File: config.mk
export PLATFORM = sky130hd
export DESIGN_NAME = counter_modsat
export DESIGN_NICKNAME = d
export VERILOG_FILES = /design/src/rtl/counter_modsat.sv
export SDC_FILE = /design/constraint.sdc
export NUM_CORES = 1
export LEC_CHECK = 0
export CORE_UTILIZATION = 47
export DETAILED_ROUTE_END_ITERATION = 16
export GPL_ROUTABILITY_DRIVEN = 0
export PLACE_DENSITY = 0.89
export SYNTH_ARGS = -nofsm -noshare
export SYNTH_HDL_FRONTEND = slang
export SYNTH_SLANG_ARGS = --single-unit
export TNS_END_PERCENT = 10
File: constraint.sdc
create_clock -name clk -period 4.05 [get_ports clk]
set_clock_uncertainty 0.15 [all_clocks]
set_input_delay 0.81 -clock clk [delete_from_list [all_inputs] [get_ports clk]]
set_output_delay 0.81 -clock clk [all_outputs]
set_load 0.005 [all_outputs]
File: src/rtl/counter_modsat.sv
// Up/down loadable counter with programmable modulus, step size,
// wrap-or-saturate mode, sticky overflow/underflow flags and a wrap strobe.
module counter_modsat #(
  parameter int WIDTH   = 4,
  parameter int MAX_VAL = 2**WIDTH-1
) (
  input  logic             clk,
  input  logic             rst_n,
  input  logic             load_n,
  input  logic             ce,
  input  logic             up_down,
  input  logic             sat_en,
  input  logic [WIDTH-1:0] step,
  input  logic [WIDTH-1:0] data_load,
  input  logic             clr_flags,
  output logic [WIDTH-1:0] count_out,
  output logic             max_count,
  output logic             zero,
  output logic             ovf,
  output logic             unf,
  output logic             wrap_pulse
);

  localparam logic [WIDTH-1:0] MAXV = WIDTH'(MAX_VAL);
  localparam logic [WIDTH:0]   MODV = (WIDTH+1)'(MAX_VAL + 1);

  logic [WIDTH-1:0] cnt_q;
  logic [WIDTH-1:0] cnt_d;
  logic [WIDTH-1:0] step_eff;
  logic [WIDTH-1:0] load_val;
  logic [WIDTH:0]   sum_up;
  logic             over;
  logic             under;
  logic             do_up;
  logic             do_dn;
  logic             ovf_set;
  logic             unf_set;
  logic             wrap_d;
  logic             ovf_q;
  logic             unf_q;
  logic             wrap_q;

  assign step_eff = (step > MAXV) ? MAXV : step;
  assign load_val = (data_load > MAXV) ? MAXV : data_load;
  assign sum_up   = {1'b0, cnt_q} + {1'b0, step_eff};
  assign over     = sum_up > {1'b0, MAXV};
  assign under    = step_eff > cnt_q;
  assign do_up    = load_n & ce & up_down;
  assign do_dn    = load_n & ce & ~up_down;

  always_comb begin
    cnt_d   = cnt_q;
    ovf_set = 1'b0;
    unf_set = 1'b0;
    wrap_d  = 1'b0;
    unique case (1'b1)
      !load_n: cnt_d = load_val;
      do_up: begin
        if (!over) begin
          cnt_d = sum_up[WIDTH-1:0];
        end else if (sat_en) begin
          cnt_d   = MAXV;
          ovf_set = 1'b1;
        end else begin
          cnt_d   = WIDTH'(sum_up - MODV);
          ovf_set = 1'b1;
          wrap_d  = 1'b1;
        end
      end
      do_dn: begin
        if (!under) begin
          cnt_d = cnt_q - step_eff;
        end else if (sat_en) begin
          cnt_d   = '0;
          unf_set = 1'b1;
        end else begin
          // borrow from the modulus; result is always below MODV
          cnt_d   = WIDTH'({1'b0, cnt_q} + MODV - {1'b0, step_eff});
          unf_set = 1'b1;
          wrap_d  = 1'b1;
        end
      end
      default: ;
    endcase
  end

  always_ff @(posedge clk or negedge rst_n) begin
    if (!rst_n) begin
      cnt_q  <= '0;
      ovf_q  <= 1'b0;
      unf_q  <= 1'b0;
      wrap_q <= 1'b0;
    end else begin
      cnt_q  <= cnt_d;
      ovf_q  <= ovf_set | (ovf_q & ~clr_flags);
      unf_q  <= unf_set | (unf_q & ~clr_flags);
      wrap_q <= wrap_d;
    end
  end

  assign count_out  = cnt_q;
  assign max_count  = (cnt_q == MAXV);
  assign zero       = (cnt_q == '0);
  assign ovf        = ovf_q;
  assign unf        = unf_q;
  assign wrap_pulse = wrap_q;

endmodule
; ---- Word level (Yosys, flattened, before mapping)
; Index checks and enable logic that the tools add are counted.
[op_classes]
addsub = 5
n_lt_le_gt_ge = 4
eq_ne = 1
mux = 15
bitwise = 9
reduce_logical = 3
[op_table]
columns = op, count
row1 = 4-bit 2-to-1 mux, 6
row2 = 4-bit one-hot mux with 3 select lines, 1
row3 = 4-bit > comparator (second input constant), 2
row4 = 4-bit subtractor, 2
row5 = 1-bit 2-to-1 mux, 7
row6 = 4-bit by 4-bit adder with 5-bit output, 1
row7 = 1-bit bitwise AND, 5
row8 = 5-bit by 4-bit > comparator with 1-bit output (second input constant), 1
row9 = 4-bit by 1-bit adder with 4-bit output (second input constant), 1
row10 = 4-bit == test (second input constant), 1
row11 = 4-bit > comparator, 1
row12 = 4-bit zero test, 1
row13 = 4-bit by 1-bit subtractor with 4-bit output (second input constant), 1
row14 = 3-bit nonzero test, 1
row15 = 1-bit NOT, 2
row16 = 1-bit bitwise OR, 2
row17 = 1-bit one-hot mux with 2 select lines, 1
row18 = 1-bit zero test, 1
[totals]
register_bits = 7
inputBits = 15
out_inout_bits = 9
elab_cells = 41

; ---- Depth between registers and ports, before layout
; Gate-level depths: netlist (run 1).
[depth]
depth_word = 7
mapped_depth = 8
mapped_depth_nobuf = 8

; ---- Worst setup path before layout (run 1)
; OpenSTA, ideal clock, no wires.
[synth_path]
path_kind = input-to-reg
startpoint = input port step[0]
endpoint = register cnt_q[1] (netlist: count_out[1])
setup_time_ps = 130
arrival_ps = 2082
required_ps = 3770
path_slack_ps = 1687
path_stages = 7
n_path_buf = 0
cell_sequence = ha_1 > inv_1 > fa_1 > a21o_1 > a211o_1 > a21oi_1 > a211oi_1
[synth_between]
elab_chain_cells = 7
word_cells_on_any_way = 13
classes_between = add/sub: 4 / order compare: 3 / mux: 6
[synth_lines]
columns = element, line_no
row1 = "start, declared", 13  ; input logic [WIDTH-1:0] step,
row2 = 4-bit > comparator, 43  ; assign step_eff = (step > MAXV) ? MAXV : step;
row3 = 4-bit 2-to-1 mux *, 43
row4 = 4-bit by 4-bit adder with 5-bit output, 45  ; assign sum_up = {1'b0, cnt_q} + {1'b0, step_eff};
row5 = 4-bit by 1-bit subtractor with 4-bit output, 65  ; cnt_d = WIDTH'(sum_up - MODV);
row6 = 4-bit 2-to-1 mux, 61  ; end else if (sat_en) begin
row7 = 4-bit 2-to-1 mux, 59  ; if (!over) begin
row8 = 4-bit one-hot mux with 3 select lines *, 56  ; unique case (1'b1)
row9 = "end signal, assigned", 94  ; cnt_q <= cnt_d;
row10 = "end, declared", 27  ; logic [WIDTH-1:0] cnt_q;
; Every way passes the cells marked *; elsewhere a longest branch is shown, timed or not.
; A chain may end at the register's enable or synchronous reset.

; ---- Worst setup path in the final report (run 1)
; Ends and elaborated chain as after synthesis.

==> results.md, run 1 <==
* Synthesized instance count at 81
* Final setup TNS at 0 ns
* Die ar. at 1600 sq um
* Post-CTS Resized at 0
* First-pass GRT wire length at 2760 um
* Largest net degree at the start of global routing at 11
* CP startpoint kind: input pin
* Syn_area_per_cell at 8.39 sq um
* Fin crit share at 0.675
* Met3 routed WL at 106 um
* Main combinational cell family by area after synthesis: compound AO/OA/AOI/OAI gates
* Post-DP HPWL at 1370 um
* Yosys warns at 0
* Root Driver: clkbuf_4
* Worst-path clk slew at 0.06 ns
* WP data arrival at 2.71 ns
* Multi-input gate area at 445 sq um
* # DRC at 0
* Share of Yosys cell area claimed by the top area cell type at 0.258
* Critical Path RT at 4.03 ns
* Slew of the pin with the lowest slew margin at 0.377 ns
* Total Wirelength at 1830 um
* Fin. Hold Viols at 0
* Via-to-Cell Ratio at 5.73
* Die X at 40.0 um
* CTS buffer count at 3
* Die boundary height at 40.0 um
* Minimum clock period at 2.73 ns
* Nets at 131
* Met2 WL at 867 um
* Routed wire per std cell at 15.3 um
* Longest Clk Path Bufs at 2
* Worst setup EP type: flip-flop
* Adder-Cell Fraction of Synth Area at 0.206
* Number of fill cells at 102
* #FFs+latches synth at 7
* 1st-pass router iterations at 4
* Layout cells sized above 1 at 0.0571
* Lkg Pwr at 0.000419 uW
* Wl on met1 at 817 um
* CP Class: input pin to flip-flop
* Core region area at 1320 sq um
* Initial DRC count at 27
* Register Area at 175 sq um
* IO Port Bufs at 23
* Number of global-route vias before repair at 643
* Initial antenna violation count at 0
* Worst Path Max Fanout at 4
* Worst skew pair latency at 0.26 ns
* Simple-Gate Fraction of Synth Area at 0.197
* Synth area leaders: dfrtp_1 (26%), ha_1 (15%), fa_1 (5.9%), o21ai_0 (5.9%), inv_1 (5.5%)
* Setup violators final at 0
* Gr ovfl total at 0
* ANT cells at 0
* Synthesized Nets at 106
* Io pins at 24
* Clk sinks at 7
* Unique masters post-synth at 32
* Synth Area in XOR/XNOR at 0.0129
* Final instance area at 933 sq um
* Cell area after synthesis at 679 sq um
* Placed inst area at 907 sq um
* Highest routed layer: met4
* Maxcap violations at 0
* Status: completed
* Mux contribution to synthesized area at 0
* Hold_buf cts at 0
* Layout area overhead at 37.4%
* DR vias at 688
* Complex-gate fraction of the synthesized area at 0.239
* FP Rows at 13
* Worst IR drop on VDD at 0.191 mV
* CTS tree: done
* Hold Path Class: flip-flop to flip-flop
* # H-tree levels at 1
* Tot GR Track Use at 0.267
* RSZ-0062 raised after global routing: false
* Max Freq at 366 MHz
* ANT nets after route at 0
* Post-synth top area cell: dfrtp_1
* Slew Limit Fails at 0
* Starting Density at 0.516
* Worst slew margin at 0.748
* Sequential fraction of the synthesis area at 0.258
* Postcts setup bufs at 0
* Pwr dens at 306 nW/um^2
==> worst max-delay path: stages <==
cell	delay (ns)
clkdlybuf4s50_1	0.48
ha_1	0.17
inv_1	0.05
fa_1	0.39
a21o_1	0.21
a211o_1	0.34
a21oi_1	0.17
a211oi_1	0.07
==> cells in the final DEF (no fill, tap or decap), types with 2 or more instances in the layout <==
cell / instances
clkbuf_4: 3
nand2_1: 2
dfrtp_1: 7
ha_1: 8
o22ai_1: 3
o21ai_0: 8
and3_1: 2
fa_1: 2
nor3_1: 2
nor2_1: 7
clkdlybuf4s50_1: 23
inv_1: 10
nand2b_1: 3
a21oi_1: 6
==> cells by family after synthesis <==
| kind of cell | after synthesis |
|---|---|
| adders and majority gates | 10 |
| xor gates and xnor gates | 1 |
| buffers and inverters | 13 |
| DFF | 7 |
| AOI/OAI and AO/OA | 26 |
| and+or+nand+nor | 24 |
==> layer usage <==
metal | track usage | vias to the layer above
met5 | 0 | -
met4 | 0.103 | 0
met3 | 0.0333 | 7
met2 | 0.464 | 33
met1 | 0.331 | 311
li1 | - | 337
==> cells in the mapped netlist <==
cell type / n
o22ai_1: 3
nor4_1: 1
and3b_2: 1
o21ai_1: 1
ha_1: 8
a21oi_1: 6
nor3b_1: 1
a211o_1: 1
fa_1: 2
a311oi_1: 1
buf_2: 2
a21o_1: 1
and3_1: 2
a21o_2: 1
a211oi_1: 1
o311a_1: 1
nor3_1: 2
nor2b_1: 1
buf_6: 1
xor2_1: 1
nand2b_1: 3
nand2_1: 2
a221oi_1: 1
dfrtp_1: 7
and4_1: 1
o2111ai_1: 1
o21ai_0: 8
nor2_1: 7
or2_2: 1
inv_1: 10
nand4b_1: 1
nand3_1: 1
==> cell type report <==
class,count,share of cell area
Sequential cell,7,0.188
Timing Repair Buffer,23,0.247
Multi-Input combinational cell,61,0.477
Clock buffer,4,0.0282
Inverter,10,0.0402
Tap cell,15,0.0201
==> registers in the layout (all words and copies together) (netlist names) <==
register and flops:
count_out 4, ovf 1, wrap_pulse 1, unf 1
==> worst paths after layout <==
| check | start | endpoint | slack (ns) | depth (start not counted) |
|---|---|---|---|---|
| max in group asynchronous | rst_n | ovf$_DFF_PN0_ | 2.80 | 1 |
| min in group asynchronous | rst_n | count_out[0]$_DFFE_PN0P_ | 0.68 | 1 |
| setup / recovery | step[0] | count_out[1]$_DFFE_PN0P_ | 1.32 | 8 |
| setup reg to reg | count_out[0]$_DFFE_PN0P_ | count_out[1]$_DFFE_PN0P_ | 1.85 | 8 |
| hold / removal | unf$_DFF_PN0_ | unf$_DFF_PN0_ | 0.39 | 2 |
| hold reg to reg | unf$_DFF_PN0_ | unf$_DFF_PN0_ | 0.39 | 2 |
==> power breakdown <==
part	leakage, uW	switching [uW]	internal (uW)	total, uW
Sequential	0.0000858	14.1	78.4	92.5
Clock	0.0000150	30.6	37.9	68.6
Combinational	0.000318	58.7	66.0	125
Total	0.000419	103	182	286
==> metrics by stage <==
stage	instances	total power [uW]	hold WS (ns)	worst slack, ns	util
floorplan	81	163	0.364	1.69	-
global placement	116	212	0.366	1.12	0.689
detailed placement	116	214	0.378	1.05	0.689
CTS	120	283	0.387	1.31	0.708
global route	120	303	0.430	1.22	0.708
finish	120	286	0.388	1.32	0.708
(Power assumes the default switching activity.)
==> run 2, diff against run 1 <==
Settings changed: CORE_UTILIZATION 47 to 43, PLACE_DENSITY 0.89 to 0.83.
Clock period 4.05 ns to 2.75 ns, I/O delays scaled along.
==> run 2 against run 1 <==
Effect of this change: via count up 0.73%; sequential cell count unchanged; critical path type unchanged; register-to-register slack worse by 1.3 ns; clock power up 32%; largest cell class unchanged; die area up 8.8%; sequential share of layout area down 0.15 points; wire length down 10%; global-route usage down 5.1 points; sequential power up 47%; design area up 0.80%; largest power group unchanged; worst setup slack worse by 1.0 ns; clock-buffer cell count unchanged.
==> results.md, run 2 (synthesis results as in run 1) <==
* Tot GR Track Use at 0.216
* Layout area overhead at 38.5%
* DR vias at 693
* Initial DRC count at 28
* Most common cell after layout, fill and taps aside: clkdlybuf4s50_1
* Worst skew pair latency at 0.25 ns
* Placed Cells at 117
* Post-CTS Resized at 0
* Postcts setup bufs at 0
* Max FFs per register at 4
* Critical Path RT at 2.71 ns
* 1st-pass router iterations at 4
* Worst stage delay on the critical path at 0.49 ns
* ANT cells at 0
* Slew Limit Fails at 0
* Lkg Pwr at 0.000424 uW
* Die boundary height at 41.8 um
* Root Driver: clkbuf_4
* Via-to-Cell Ratio at 5.73
* Number of global-route vias before repair at 706
* ANT nets after route at 0
* Hold_buf cts at 0
* Final setup TNS at 0 ns
* Fin crit share at 0.893
* Longest Clk Path Bufs at 2
* CTS tree: done
* Maxcap violations at 0
* FP Rows at 13
* Starting Density at 0.491
* Core region area at 1380 sq um
* Post-Layout Cell Count at 121
* Pwr dens at 433 nW/um^2
* CP Class: input pin to flip-flop
* Worst slew margin at 0.793
* Total Wirelength at 1640 um
* Worst Path Max Fanout at 4
* Initial antenna violation count at 0
* Nets at 132
* Minimum clock period at 2.46 ns
* Max Freq at 407 MHz
* Worst IR drop on VDD at 0.330 mV
* Io pins at 24
* Gr ovfl total at 0
* First-pass GRT wire length at 2900 um
* RSZ-0062 raised after global routing: false
* Worst-path clk slew at 0.05 ns
* WP data arrival at 2.42 ns
* Slew of the pin with the lowest slew margin at 0.310 ns
* # DRC at 0
* IO Port Bufs at 23
* Worst-path cell chain: clkdlybuf4s50_1, ha_1, inv_1, fa_1, a21o_1, a211o_1, nand4b_1, o2111ai_1
* Die X at 41.8 um
* Slowest stage cell, crit path: clkdlybuf4s50_1
* Clk sinks at 7
* Routed wire per std cell at 13.6 um
* Largest net degree at the start of global routing at 11
* Hold Path Class: flip-flop to flip-flop
* Layout cells sized above 1 at 0.0660
* # H-tree levels at 1
* Post-DP HPWL at 1310 um
* Most frequent cells in the layout: clkdlybuf4s50_1 (23), inv_1 (10), o21ai_0 (8), ha_1 (8)
* CTS buffer count at 3
* Worst setup EP type: flip-flop
* Setup slack, reg-to-reg at 0.60 ns
* Status: completed
* Die ar. at 1740 sq um
* Setup violators final at 0
* CP startpoint kind: input pin
* Fin. Hold Viols at 0
## run 2: cell count changes in the layout (fill, tap and decap cells not counted)
| cell | before | now |
|---|---|---|
| buf_4 | 0 | 1 |
## run 2: area by class of cell
type | instances | area, sq um
fillers | 114 | 442
well taps | 15 | 18.8
flip-flops and latches | 7 | 175
multi-input cells | 61 | 445
clock buffers | 4 | 26.3
inverters | 10 | 37.5
repair buffers | 24 | 238
## run 2: per-stage QoR
step	hold slack, ns	utilization	instance area, sq um	setup slack, ns	power [uW]
2_1_floorplan	0.104	-	679	0.647	240
3_3_place_gp	0.367	0.662	915	0.0762	314
3_5_place_dp	0.375	0.662	915	0.0487	316
4_1_cts	0.383	0.681	941	0.302	410
5_1_grt	0.423	0.681	941	0.188	442
6_report	0.377	0.681	941	0.294	407
## run 2: worst max-delay path, delay by kind of cell
| kind | cells | cell delay (ns) |
|---|---|---|
| AND/OR/NAND/NOR | 1 | 0.12 |
| AO/OA/AOI/OAI | 3 | 0.65 |
| adder cells (fa/ha/maj) | 2 | 0.56 |
| buffers and inverters | 2 | 0.54 |
## run 2: path summary, 6_finish.rpt
check | start | endpoint | cells after the start
setup reg to reg | count_out[0]$_DFFE_PN0P_ | count_out[3]$_DFFE_PN0P_ | 8
setup / recovery | step[0] | count_out[3]$_DFFE_PN0P_ | 8
hold / removal | unf$_DFF_PN0_ | unf$_DFF_PN0_ | 2
min in group asynchronous | rst_n | count_out[0]$_DFFE_PN0P_ | 1
hold reg to reg | unf$_DFF_PN0_ | unf$_DFF_PN0_ | 2
max in group asynchronous | rst_n | unf$_DFF_PN0_ | 1
## run 2: where the power goes
group	switching, uW	total, uW	internal [uW]
registers	19.9	136	116
logic	83.0	181	98.4
clock network	35.3	90.4	55.2
## run 2: per-layer routing
| layer | up-vias | global-route usage | share of wire | wire length (um) |
|---|---|---|---|---|
| li1 | 339 | - | - | - |
| met1 | 315 | 0.272 | 0.48 | 783 |
| met2 | 37 | 0.356 | 0.44 | 724 |
| met3 | 2 | 0.0696 | 0.075 | 123 |
| met4 | 0 | 0.0516 | 0.0061 | 10 |
| met5 | - | 0 | 0 | 0 |
==> RTL change: new RTL, config.mk and constraints of run 2 <==
Put a register stage on the outputs `max_count` and `zero`, cleared by the reset. The values now appear one clock later. The other outputs are not delayed to match.
--- a/src/rtl/counter_modsat.sv
+++ b/src/rtl/counter_modsat.sv
@@ -99,8 +99,15 @@
   end
 
   assign count_out  = cnt_q;
-  assign max_count  = (cnt_q == MAXV);
-  assign zero       = (cnt_q == '0);
+  always_ff @(posedge clk or negedge rst_n) begin
+    if (!rst_n) begin
+      max_count <= '0;
+      zero      <= '0;
+    end else begin
+      max_count <= (cnt_q == MAXV);
+      zero      <= (cnt_q == '0);
+    end
+  end
   assign ovf        = ovf_q;
   assign unf        = unf_q;
   assign wrap_pulse = wrap_q;
Behaviour: not the same (a bounded check fails within 4 cycles, from zero or initial values and one cycle with rst_n low).
==> RTL change against run 2 <==
Routed wire length is 5.1% higher. Largest power group unchanged. Synthesized area is 7.4% higher. Sequential cell count is 2 higher. Hold slack worse by 0.0046 ns. Final area is 5.5% higher. Total power is 11% higher. Highest routed layer unchanged. Via count is 0.72% lower. Setup slack worse by 0.034 ns. Cell count is 2.5% higher.
==> RTL change: results (changes against run 2) <==
<table>
<tr><th>Metric</th><th>Value</th></tr>
<tr><th colspan="2">Power and ir drop</th></tr>
<tr><td>Internal power contribution</td><td>0.302 mW (+12%)</td></tr>
<tr><td>Leakage</td><td>0.451 nW (+6.5%)</td></tr>
<tr><td>Worst IR drop on VDD</td><td>0.000209 V (-37%)</td></tr>
<tr><td>Switching share of total power</td><td>0.332 (-0.00736)</td></tr>
<tr><td>Logic gate share of total power</td><td>0.403 (-0.042)</td></tr>
<tr><th colspan="2">Route</th></tr>
<tr><td>Initial DRC Count</td><td>13 (-54%)</td></tr>
<tr><td>WL met1</td><td>695 um (-11%)</td></tr>
<tr><td>Routed wl met2</td><td>915 um (+26%)</td></tr>
<tr><td>Vias per inst</td><td>5.55 (-3.1%)</td></tr>
<tr><td>Mean routed wirelength per cell</td><td>13.9 um (+2.6%)</td></tr>
<tr><td>Detail Route met3 WL</td><td>81 um (-34%)</td></tr>
<tr><th colspan="2">Synth</th></tr>
<tr><td>Average size of a mapped cell</td><td>8.79 um2 (+4.8%)</td></tr>
<tr><td>Synth Net Count</td><td>108 (+1.9%)</td></tr>
<tr><td>Portion of the post-synthesis area used by sequential elements</td><td>0.309 (+0.0509)</td></tr>
<tr><td>Portion of synthesized cell area occupied by the leading cell type</td><td>0.309 (+0.0509)</td></tr>
<tr><td>Largest cells by area after synthesis</td><td>sky130_fd_sc_hd__dfrtp_1, sky130_fd_sc_hd__ha_1, sky130_fd_sc_hd__fa_1, sky130_fd_sc_hd__o21ai_0, sky130_fd_sc_hd__inv_1</td></tr>
<tr><td>Commonest cells post-synth</td><td>sky130_fd_sc_hd__inv_1, sky130_fd_sc_hd__dfrtp_1, sky130_fd_sc_hd__ha_1, sky130_fd_sc_hd__o21ai_0, sky130_fd_sc_hd__nor2_1</td></tr>
<tr><th colspan="2">Final layout</th></tr>
<tr><td>Final #Nets</td><td>134 (+1.5%)</td></tr>
<tr><td>Layout cells sized above 1</td><td>0.0648 (-0.00122)</td></tr>
<tr><th colspan="2">GRT</th></tr>
<tr><td>Met1 GRT Util</td><td>0.219 (-0.0538)</td></tr>
<tr><td>Global-route track usage on met3</td><td>0.0426 (-0.0270)</td></tr>
<tr><td>Vias in the first global route</td><td>717 (+1.6%)</td></tr>
<tr><th colspan="2">Timing</th></tr>
<tr><td>Worst slew margin relative to its limit</td><td>0.743 (-0.0495)</td></tr>
<tr><td>Final Worst Setup Slack</td><td>0.261 ns (-0.0336 ns)</td></tr>
<tr><th colspan="2">Status</th></tr>
<tr><td>Outcome</td><td>finished clean</td></tr>
<tr><th colspan="2">Place</th></tr>
<tr><td>Worst slack at placement</td><td>0.00572 ns (-0.0430 ns)</td></tr>
<tr><td>Placed cell area</td><td>966 um2 (+5.6%)</td></tr>
<tr><th colspan="2">Setup path</th></tr>
<tr><td>Flop-to-flop setup slack</td><td>0.53 ns (-0.07 ns)</td></tr>
<tr><td>Data arrival at the endpoint of the critical path</td><td>2.46 ns (+0.04 ns)</td></tr>
</table>
## RTL change: cell count changes in the layout (fill, tap and decap cells not counted)
cell                      delta
sky130_fd_sc_hd__dfrtp_1     +2
## RTL change: how the worst min path moves through the flow
| stage | start | end | slack [ns] | depth (start not counted) |
|---|---|---|---|---|
| after detailed placement | unf | unf | 0.38 | 2 |
| after global placement | unf | unf | 0.36 | 2 |
| after CTS | unf | unf | 0.38 | 2 |
| final | unf | unf | 0.37 | 2 |
| after floorplan | rst_n | count_out[0] | 0.10 | 0 |
| after global routing | ovf | ovf | 0.42 | 2 |
## RTL change: cells by family after synthesis
family,Yosys count,share of synthesized area
compound gates,26,0.223
flops,9,0.309
buf+inv,13,0.0806
fa+ha+maj,10,0.192
xor+xnor,1,0.0120
simple gates,24,0.184
## RTL change: area by class of cell
type                       instances  area (um2)
timing repair buffer              24         238
clock buffer                       4        26.3
inverter                          10        37.5
fill                             136         549
multi-input combinational         61         445
sequential                         9         225
tap                               16        20.0
